`src/rtl/i2c_target_regfile_if.sv`:
```
// rtl/i2c_target_regfile_if.sv - pad and host-port bundle for the I2C target register file
//
// Purpose: groups the open-drain pad signals and the host register port of
// i2c_target_regfile into one interface.
// Ports:
//   scl_i, sda_i   pad inputs (asynchronous to clk)
//   sda_oe         1 = target pulls SDA low
//   hw_we/hw_addr/hw_wdata/hw_rdata  host register access
//   wr_stb/wr_idx/wr_data            per-byte notification of I2C writes
//   busy           target is addressed
// Modports: slave = the target, master = the surrounding logic / pad model.
interface i2c_target_regfile_if #(
  parameter int NREGS = 16
);
  localparam int IDXW = (NREGS > 1) ? $clog2(NREGS) : 1;

  logic            scl_i;
  logic            sda_i;
  logic            sda_oe;
  logic            hw_we;
  logic [IDXW-1:0] hw_addr;
  logic [7:0]      hw_wdata;
  logic [7:0]      hw_rdata;
  logic            wr_stb;
  logic [IDXW-1:0] wr_idx;
  logic [7:0]      wr_data;
  logic            busy;

  modport slave (
    input  scl_i, sda_i, hw_we, hw_addr, hw_wdata,
    output sda_oe, hw_rdata, wr_stb, wr_idx, wr_data, busy
  );

  modport master (
    output scl_i, sda_i, hw_we, hw_addr, hw_wdata,
    input  sda_oe, hw_rdata, wr_stb, wr_idx, wr_data, busy
  );
endinterface

```
`src/rtl/i2c_target_regfile.sv`:
```
// rtl/i2c_target_regfile.sv - I2C target with a pointer-addressed byte register bank
//
// Purpose: decodes START/STOP on synchronized SCL/SDA, matches a 7-bit
// address, serves pointer writes, data writes and auto-incrementing reads
// from an NREGS x 8 register bank, and exposes a host port for preload and
// write observation.
// Ports:
//   clk   system clock, rising edge
//   rst   synchronous active-low reset
//   bus   i2c_target_regfile_if.slave (pads, host port, write strobe, busy)
module i2c_target_regfile #(
  parameter logic [6:0] DEV_ADDR = 7'h55,
  parameter int         NREGS    = 16
) (
  input  logic                  clk,
  input  logic                  rst,
  i2c_target_regfile_if.slave   bus
);
  localparam int IDXW = (NREGS > 1) ? $clog2(NREGS) : 1;
  localparam logic [IDXW-1:0] PTR_ONE = 1;

  typedef enum logic [3:0] {
    IDLE, ADDR, ADDR_ACK, PTR, PTR_ACK, WDATA, WDATA_ACK, RDATA, RDATA_ACK
  } state_t;

  state_t          state_q, state_d;
  logic [2:0]      scl_sync_q, scl_sync_d;
  logic [2:0]      sda_sync_q, sda_sync_d;
  logic [3:0]      bit_cnt_q, bit_cnt_d;
  logic [7:0]      shift_q, shift_d;
  logic [7:0]      tx_q, tx_d;
  logic [IDXW-1:0] ptr_q, ptr_d;
  logic            rw_q, rw_d;
  logic            ack_clk_q, ack_clk_d;
  logic            sda_oe_q, sda_oe_d;
  logic            busy_q, busy_d;
  logic            wr_stb_q, wr_stb_d;
  logic [IDXW-1:0] wr_idx_q, wr_idx_d;
  logic [7:0]      wr_data_q, wr_data_d;
  logic [7:0]      regs_q [NREGS];
  logic [7:0]      regs_d [NREGS];

  // [0],[1] are the two synchronizer stages, [2] is the edge-detect history.
  logic scl, scl_prev, sda, sda_prev;
  logic scl_rise, scl_fall, start_det, stop_det;
  logic [7:0] rx_byte;

  assign scl       = scl_sync_q[1];
  assign scl_prev  = scl_sync_q[2];
  assign sda       = sda_sync_q[1];
  assign sda_prev  = sda_sync_q[2];
  assign scl_rise  = scl & ~scl_prev;
  assign scl_fall  = ~scl & scl_prev;
  assign start_det = scl & scl_prev & sda_prev & ~sda;
  assign stop_det  = scl & scl_prev & ~sda_prev & sda;
  assign rx_byte   = {shift_q[6:0], sda};

  always_comb begin
    state_d    = state_q;
    scl_sync_d = {scl_sync_q[1:0], bus.scl_i};
    sda_sync_d = {sda_sync_q[1:0], bus.sda_i};
    bit_cnt_d  = bit_cnt_q;
    shift_d    = shift_q;
    tx_d       = tx_q;
    ptr_d      = ptr_q;
    rw_d       = rw_q;
    ack_clk_d  = ack_clk_q;
    sda_oe_d   = sda_oe_q;
    busy_d     = busy_q;
    wr_stb_d   = 1'b0;
    wr_idx_d   = wr_idx_q;
    wr_data_d  = wr_data_q;
    regs_d     = regs_q;

    // Host write first so a same-cycle I2C write to the same index overrides it.
    if (bus.hw_we) regs_d[bus.hw_addr] = bus.hw_wdata;

    if (stop_det) begin
      state_d  = IDLE;
      sda_oe_d = 1'b0;
      busy_d   = 1'b0;
    end else if (start_det) begin
      // Also covers repeated START; the pointer is deliberately kept.
      state_d   = ADDR;
      bit_cnt_d = 4'd0;
      sda_oe_d  = 1'b0;
      ack_clk_d = 1'b0;
    end else begin
      case (state_q)
        IDLE: ;

        ADDR, PTR, WDATA: begin
          if (scl_rise) begin
            shift_d   = rx_byte;
            bit_cnt_d = bit_cnt_q + 4'd1;
            ack_clk_d = 1'b0;
            if (bit_cnt_q == 4'd7) begin
              bit_cnt_d = 4'd0;
              if (state_q == ADDR) begin
                if (rx_byte[7:1] == DEV_ADDR) begin
                  state_d = ADDR_ACK;
                  rw_d    = rx_byte[0];
                  busy_d  = 1'b1;
                end else begin
                  state_d = IDLE;
                  busy_d  = 1'b0;
                end
              end else if (state_q == PTR) begin
                ptr_d   = rx_byte[IDXW-1:0];
                state_d = PTR_ACK;
              end else begin
                regs_d[ptr_q] = rx_byte;
                wr_stb_d      = 1'b1;
                wr_idx_d      = ptr_q;
                wr_data_d     = rx_byte;
                ptr_d         = ptr_q + PTR_ONE;
                state_d       = WDATA_ACK;
              end
            end
          end
        end

        // First SCL fall after bit 8 pulls SDA; the rise of the 9th clock is
        // remembered so the following fall releases it and moves on.
        ADDR_ACK, PTR_ACK, WDATA_ACK: begin
          if (scl_fall) begin
            if (!ack_clk_q) begin
              sda_oe_d = 1'b1;
            end else begin
              sda_oe_d  = 1'b0;
              ack_clk_d = 1'b0;
              bit_cnt_d = 4'd0;
              if (state_q == ADDR_ACK && rw_q) begin
                // Read: the releasing fall is also where the first data bit goes out.
                state_d  = RDATA;
                tx_d     = regs_q[ptr_q];
                sda_oe_d = ~regs_q[ptr_q][7];
              end else if (state_q == ADDR_ACK) begin
                state_d = PTR;
              end else begin
                state_d = WDATA;
              end
            end
          end else if (scl_rise && sda_oe_q) begin
            ack_clk_d = 1'b1;
          end
        end

        // bit_cnt counts SCL rises of the byte; a fall with bit_cnt==0 only
        // happens after a master ACK and loads the next byte.
        RDATA: begin
          if (scl_rise) begin
            bit_cnt_d = bit_cnt_q + 4'd1;
          end else if (scl_fall) begin
            if (bit_cnt_q == 4'd8) begin
              sda_oe_d = 1'b0;
              state_d  = RDATA_ACK;
            end else if (bit_cnt_q == 4'd0) begin
              tx_d     = regs_q[ptr_q];
              sda_oe_d = ~regs_q[ptr_q][7];
            end else begin
              sda_oe_d = ~tx_q[3'd7 - bit_cnt_q[2:0]];
            end
          end
        end

        RDATA_ACK: begin
          if (scl_rise) begin
            if (!sda) begin
              ptr_d     = ptr_q + PTR_ONE;
              bit_cnt_d = 4'd0;
              state_d   = RDATA;
            end else begin
              state_d = IDLE;
              busy_d  = 1'b0;
            end
          end
        end

        default: state_d = IDLE;
      endcase
    end
  end

  always_ff @(posedge clk) begin
    if (!rst) begin
      state_q    <= IDLE;
      scl_sync_q <= 3'b111;
      sda_sync_q <= 3'b111;
      bit_cnt_q  <= 4'd0;
      shift_q    <= 8'h00;
      tx_q       <= 8'h00;
      ptr_q      <= '0;
      rw_q       <= 1'b0;
      ack_clk_q  <= 1'b0;
      sda_oe_q   <= 1'b0;
      busy_q     <= 1'b0;
      wr_stb_q   <= 1'b0;
      wr_idx_q   <= '0;
      wr_data_q  <= 8'h00;
      for (int i = 0; i < NREGS; i++) regs_q[i] <= 8'h00;
    end else begin
      state_q    <= state_d;
      scl_sync_q <= scl_sync_d;
      sda_sync_q <= sda_sync_d;
      bit_cnt_q  <= bit_cnt_d;
      shift_q    <= shift_d;
      tx_q       <= tx_d;
      ptr_q      <= ptr_d;
      rw_q       <= rw_d;
      ack_clk_q  <= ack_clk_d;
      sda_oe_q   <= sda_oe_d;
      busy_q     <= busy_d;
      wr_stb_q   <= wr_stb_d;
      wr_idx_q   <= wr_idx_d;
      wr_data_q  <= wr_data_d;
      regs_q     <= regs_d;
    end
  end

  assign bus.sda_oe   = sda_oe_q;
  assign bus.busy     = busy_q;
  assign bus.wr_stb   = wr_stb_q;
  assign bus.wr_idx   = wr_idx_q;
  assign bus.wr_data  = wr_data_q;
  assign bus.hw_rdata = regs_q[bus.hw_addr];
endmodule

```
`src/flat_wrapper.sv`:
```
// flat-port wrapper written by rule: the top's interface ports become plain ports
module i2c_target_regfile_flat 
#(
  parameter logic [6:0] DEV_ADDR = 7'h55,
  parameter int         NREGS    = 16
)
  (clk, rst, bus_scl_i, bus_sda_i, bus_hw_we, bus_hw_addr, bus_hw_wdata, bus_sda_oe, bus_hw_rdata, bus_wr_stb, bus_wr_idx, bus_wr_data, bus_busy);
  i2c_target_regfile_if #(.NREGS(NREGS)) bus_i ();
  input  logic clk;
  input  logic rst;
  input wire logic [$bits(bus_i.scl_i)-1:0] bus_scl_i;
  input wire logic [$bits(bus_i.sda_i)-1:0] bus_sda_i;
  input wire logic [$bits(bus_i.hw_we)-1:0] bus_hw_we;
  input wire logic [$bits(bus_i.hw_addr)-1:0] bus_hw_addr;
  input wire logic [$bits(bus_i.hw_wdata)-1:0] bus_hw_wdata;
  output wire logic [$bits(bus_i.sda_oe)-1:0] bus_sda_oe;
  output wire logic [$bits(bus_i.hw_rdata)-1:0] bus_hw_rdata;
  output wire logic [$bits(bus_i.wr_stb)-1:0] bus_wr_stb;
  output wire logic [$bits(bus_i.wr_idx)-1:0] bus_wr_idx;
  output wire logic [$bits(bus_i.wr_data)-1:0] bus_wr_data;
  output wire logic [$bits(bus_i.busy)-1:0] bus_busy;
  assign bus_i.scl_i = bus_scl_i;
  assign bus_i.sda_i = bus_sda_i;
  assign bus_i.hw_we = bus_hw_we;
  assign bus_i.hw_addr = bus_hw_addr;
  assign bus_i.hw_wdata = bus_hw_wdata;
  assign bus_sda_oe = bus_i.sda_oe;
  assign bus_hw_rdata = bus_i.hw_rdata;
  assign bus_wr_stb = bus_i.wr_stb;
  assign bus_wr_idx = bus_i.wr_idx;
  assign bus_wr_data = bus_i.wr_data;
  assign bus_busy = bus_i.busy;
  i2c_target_regfile #(.DEV_ADDR(DEV_ADDR), .NREGS(NREGS)) u_core (.clk(clk), .rst(rst), .bus(bus_i));
endmodule
```
`config.mk`:
```
export PLATFORM = sky130hd
export DESIGN_NAME = i2c_target_regfile_flat
export DESIGN_NICKNAME = d
export VERILOG_FILES = /design/src/rtl/i2c_target_regfile_if.sv /design/src/rtl/i2c_target_regfile.sv /design/src/flat_wrapper.sv
export SDC_FILE = /design/constraint.sdc
export NUM_CORES = 1
export LEC_CHECK = 0
export ABC_AREA = 1
export BUFFER_PORTS_ARGS = -buffer_cell sky130_fd_sc_hd__buf_2
export CAP_MARGIN = 20
export CORE_MARGIN = 5
export CORE_UTILIZATION = 60
export CTS_CLUSTER_SIZE = 30
export DETAILED_ROUTE_END_ITERATION = 12
export PLACE_DENSITY = 0.83
export SYNTH_ARGS = -nofsm -noshare
export SYNTH_HDL_FRONTEND = slang
export SYNTH_SLANG_ARGS = --single-unit
```
`constraint.sdc`:
```
create_clock -name clk -period 2.6 [get_ports clk]
set_input_delay 0.39 -clock clk [delete_from_list [all_inputs] [get_ports clk]]
set_output_delay 0.39 -clock clk [all_outputs]
set_load 0.1 [all_outputs]
```
==> results of run 1 <==
[cells by family after synthesis]
logic type               after synthesis  synth area share
flip-flops                           178             0.336
adder cells (fa/ha/maj)                6           0.00707
buffers and inverters                253             0.101
AND/OR/NAND/NOR                      532             0.236
XOR/XNOR                               3           0.00248
AO/OA/AOI/OAI                        651             0.317
[metal layers]
| metal | wire length [um] | track usage |
|---|---|---|
| met1 | 14500 | 0.495 |
| met2 | 16100 | 0.557 |
| met3 | 5260 | 0.0971 |
| met4 | 2110 | 0.189 |
| met5 | 56 | 0 |
[stage by stage]
step | utilization | std cells | area, sq um | hold slack, ps
5_1_grt | 0.674 | 1857 | 11700 | 123
6_report | 0.674 | 1857 | 11700 | 118
3_3_place_gp | 0.639 | 1825 | 11100 | 398
3_5_place_dp | 0.639 | 1825 | 11100 | 408
4_1_cts | 0.674 | 1857 | 11700 | 119
2_1_floorplan | - | 1623 | 10600 | 393
[flip-flops by register name, summed over array words and instances, names as in the netlist, 4 cells and up]
register,flops
u_core.bit_cnt_q,4
u_core.bus.wr_idx,4
u_core.bus.wr_data,8
u_core.state_q,4
u_core.shift_q,7
u_core.ptr_q,4
u_core.tx_q,8
u_core.regs_q,128
[worst max path at each step]
stage                             end  slack (ps)           startpoint  cells after the start
floorplan             bus_hw_rdata[3]         150       bus_hw_addr[0]                      7
global placement      bus_hw_rdata[7]         380       bus_hw_addr[0]                      9
detailed placement    bus_hw_rdata[0]         360       bus_hw_addr[0]                      9
CTS                 u_core.regs_q[97]         360  u_core.bit_cnt_q[1]                      9
global route        u_core.regs_q[73]         170  u_core.bit_cnt_q[1]                      9
finish                bus_hw_rdata[0]         270       bus_hw_addr[0]                      9
[power by group]
group          internal (mW)  total, mW  switching (mW)
registers               2.81       2.89          0.0835
clock network           1.47       2.71            1.24
logic                  0.357       1.22           0.865
[cells in the mapped netlist (6+ instances only)]
master      n  share of area
buf_6       9         0.0095
nand2_4     6         0.0064
nor2_1     70          0.025
nor2_4     11          0.012
dfxtp_1   178           0.34
nand3_1    33          0.016
clkinv_1    9         0.0032
ha_1        6         0.0071
nand2_1   345           0.12
buf_2      18         0.0085
clkbuf_1   65          0.023
nand4_1    20          0.012
o21ai_1    19         0.0090
a21oi_1   197          0.093
buf_4       7         0.0049
inv_2       8         0.0028
o22ai_1    22          0.013
nor2_2     13         0.0077
o21ai_0   389           0.18
inv_1     126          0.045
a22oi_1    14         0.0099
[area by class of cell]
type                    count  area, sq um  area share
multi-input cells        1192         5980       0.511
flip-flops and latches    178         3560       0.305
repair buffers             85          713      0.0610
inverters                 145          549      0.0470
clock buffers              18          439      0.0375
well taps                 225          282      0.0241
clock inverters            14          170      0.0145
==> flow_metrics.tcl, run 1 <==
set metrics [dict create \
    min_period_ps 2330 \
    synthesis.nets 1646 \
    critPathMaxFanout 12 \
    ir_worst_vdd_mv 0.507 \
    maxCapViolCount 0 \
    fp.dieW_um 143 \
    dpl_worst_slack_ps 364 \
    ys_ff_latch 178 \
    ios 40 \
    fin_skew_ps 10.4 \
    async_reset_ff_frac 0 \
    grt-ovfl-total 0 \
    coreArea_sq_um 17400 \
    fin_crit_sh 0.897 \
    cp-end-kind "primary output" \
    status "finished, final reports clean" \
    grt_first_pass_wirelength_um 59000 \
    pwr_density_cell_nw_per_um2 584 \
    setup_viol 0 \
    drtIter0Drc 1728 \
    whs_path_depth 2 \
    wl_per_cell_um 20.5 \
    min_to "u_core.sda_sync_q[0]" \
    required_ps 2210 \
    cts.sinks 178 \
    netlist_area_sq_um 10600 \
    antenna_found_initial 1 \
    ant_nets 0 \
    first_pass_iters 8 \
    worst_skew_pair.late_latency_ps 460 \
    first_global_vias 10600 \
    avgViaCountPerCell 6.35 \
    critPathLaunchType "primary input" \
    post_cts_buffers 0 \
    min-delay-start "bus_sda_i" \
    setup_tns_ps 0 \
    worst_slack_ps 267 \
    cts_buffers 17 \
    io_buffers 39 \
    synth.avg_cell_area_sq_um 6.54 \
    critical-path-top-delay-family "buffers and inverters" \
    slew_headroom 0.398 \
    die_area_sq_um 20500 \
    initial_core_util 0.612 \
    power.leakage_nw 4.84 \
    p_total_mw 6.83 \
    slowest_delay_ps 360 \
    final_common_cell "o21ai_0" \
    crit_type "in2out" \
    maxSlewViolCount 0 \
    crit_chain "buf_2 -> inv_1 -> nor2_4 -> inv_1 -> buf_4 -> o21ai_0 -> o21ai_0 -> nand4_1 -> buf_12" \
    antenna_cells 0 \
    grtUsageTotal 0.372 \
    synth_edf_count 0 \
    die_y_um 143 \
    r2r_start "u_core.bit_cnt_q[1]" \
    crit_buf_inv 5 \
    reg2reg_depth 9 \
    most-common-layout-cells "o21ai_0 (389), nand2_1 (345), a21oi_1 (197)" \
    tightestPinTransition_ps 898 \
    syn_inst 1623 \
    nets 1642 \
    crit_arrival_ps 1940 \
    timing.fmax_mhz 429 \
    synth_cell_types 46 \
    ys.flop_type "dfxtp_1" \
    vias 11800 \
    rows 48 \
    dp_hpwl_um 25200 \
    clk_pin_slew_worst_paths_ps 70 \
    hold_viol_final 0 \
    rsz0062_at_grt "false" \
    nFillCells 1517 \
    hp-class "in2reg" \
    clockBufferDepth 2 \
    totalWireLength_um 38100 \
    drc 0 \
    timing.rr.end "u_core.regs_q[75]" \
    yosysWarnings 0 \
    rrSetupSlack_ps 330 \
    cts_tree "done" \
    htreeDepth 4 \
    ys_seq_area_frac 0.336 \
    ctsHoldBuffers 0 \
    grt_max_degree 166 \
    cts_root_buf "clkbuf_16" \
    drive_gt1_frac 0.117 \
    crit_slowest_cell "o21ai_0" \
    cts_resized 0 \
    syn2layout_area_growth_pct 10.2 \
    routabilityCongestion 1.04 \
]
Note: power is estimated with default switching activity, not from simulation.
==> inputs of run 2 (changes only) <==
--- a/config.mk
+++ b/config.mk
@@ -12,7 +12,7 @@
 export CORE_UTILIZATION = 60
 export CTS_CLUSTER_SIZE = 30
 export DETAILED_ROUTE_END_ITERATION = 12
-export PLACE_DENSITY = 0.83
+export PLACE_DENSITY = 0.78
 export SYNTH_ARGS = -nofsm -noshare
 export SYNTH_HDL_FRONTEND = slang
 export SYNTH_SLANG_ARGS = --single-unit
==> flow_metrics.tcl, run 2 (synthesis results as in run 1) <==
set metrics [dict create \
    hold_viol_final 0 \
    hp-class "in2reg" \
    tightestPinTransition_ps 858 \
    die_y_um 143 \
    nets 1647 \
    clockBufferDepth 2 \
    critPathMaxFanout 25 \
    cts.sinks 178 \
    ir_worst_vdd_mv 0.513 \
    cts_root_buf "clkbuf_16" \
    routabilityCongestion 1.04 \
    rows 48 \
    drc 0 \
    timing.fmax_mhz 441 \
    place_area_sq_um 11100 \
    ant_nets 0 \
    min-delay-start "bus_sda_i" \
    regMostFlops "u_core.regs_q" \
    htreeDepth 4 \
    rsz0062_at_grt "false" \
    final_area_sq_um 11700 \
    initial_core_util 0.612 \
    critPathLaunchType "primary input" \
    setup_tns_ps 0 \
    final_common_cell "o21ai_0" \
    cts_tree "done" \
    coreArea_sq_um 17400 \
    most-common-layout-cells "o21ai_0 (389), nand2_1 (345), a21oi_1 (197)" \
    p_total_mw 6.72 \
    status "finished, final reports clean" \
    grt-ovfl-total 0 \
    first_global_vias 10500 \
    first_pass_iters 8 \
    ctsHoldBuffers 0 \
    maxSlewViolCount 0 \
    vias 11500 \
    cts_resized 0 \
    pwr_density_cell_nw_per_um2 573 \
    die_area_sq_um 20500 \
    maxCapViolCount 0 \
    fin_skew_ps 15.4 \
    post_cts_buffers 0 \
    required_ps 2210 \
    crit_type "in2out" \
    grtUsageTotal 0.375 \
    grt_max_degree 166 \
    ios 40 \
    slew_headroom 0.424 \
    antenna_cells 0 \
    io_buffers 39 \
    drive_gt1_frac 0.120 \
    fp.dieW_um 143 \
    fin_crit_sh 0.872 \
    cts_buffers 17 \
    worst_skew_pair.late_latency_ps 450 \
    setup_viol 0 \
    min_period_ps 2270 \
    avgViaCountPerCell 6.18 \
    grt_first_pass_wirelength_um 59200 \
    r2r_start "u_core.sda_sync_q[1]" \
    drtIter0Drc 1573 \
    clk_pin_slew_worst_paths_ps 80 \
    totalWireLength_um 37900 \
    power.leakage_nw 4.86 \
    cp-end-kind "primary output" \
    critPathLaunch "bus_hw_addr[1]" \
    dp_hpwl_um 25800 \
    largest_reg_flops 128 \
    wl_per_cell_um 20.4 \
    antenna_found_initial 0 \
    syn2layout_area_growth_pct 10.4 \
    crit_arrival_ps 1880 \
]
run 2: changes by cell type in the layout (fill, tap and decap cells not counted), moves of 2 or more:
cell,before,now
clkinvlp_4,3,1
inv_8,2,5
bufinv_16,2,0
buf_4,43,47
run 2: worst max-delay path, stage by stage:
cell and delay (ps):
buf_2 140, inv_2 70, nor2_4 30, inv_1 40
buf_4 290, o21ai_0 110, o21ai_0 300, nand4_1 240
buf_12 230
run 2: area by class of cell:
| class | count | area [sq um] |
|---|---|---|
| repair buffers | 90 | 763 |
| well taps | 225 | 282 |
| fillers | 1534 | 5630 |
| multi-input cells | 1192 | 5980 |
| clock buffers | 17 | 425 |
| flip-flops and latches | 178 | 3560 |
| clock inverters | 15 | 161 |
| inverters | 145 | 549 |
run 2: layer usage:
layer / vias up / track usage / part of all wire
met4: 0 / 0.196 / 0.057
met5: - / 0 / 0
met3: 129 / 0.0800 / 0.12
met2: 739 / 0.565 / 0.43
met1: 5173 / 0.507 / 0.39
li1: 5471 / - / -
run 2: final timing paths:
path,to,slack (ps),depth (start not counted)
min,u_core.sda_sync_q[0],120,2
max reg2reg,u_core.regs_q[32],340,8
min reg2reg,u_core.sda_sync_q[1],420,1
max,bus_hw_rdata[4],330,9
run 2: where the power goes:
group / internal (mW) / switching [mW] / total [mW]
Combinational: 0.369 / 0.870 / 1.24
Clock: 1.29 / 1.31 / 2.60
Sequential: 2.81 / 0.0733 / 2.88
run 2: through the flow:
stage | hold slack (ps) | util | setup WS [ps] | std cells
finish | 116 | 0.675 | 334 | 1862
global route | 103 | 0.675 | 117 | 1862
CTS | 114 | 0.675 | 364 | 1862
detailed placement | 403 | 0.642 | 363 | 1830
global placement | 396 | 0.642 | 417 | 1830
floorplan | 393 | - | 149 | 1623
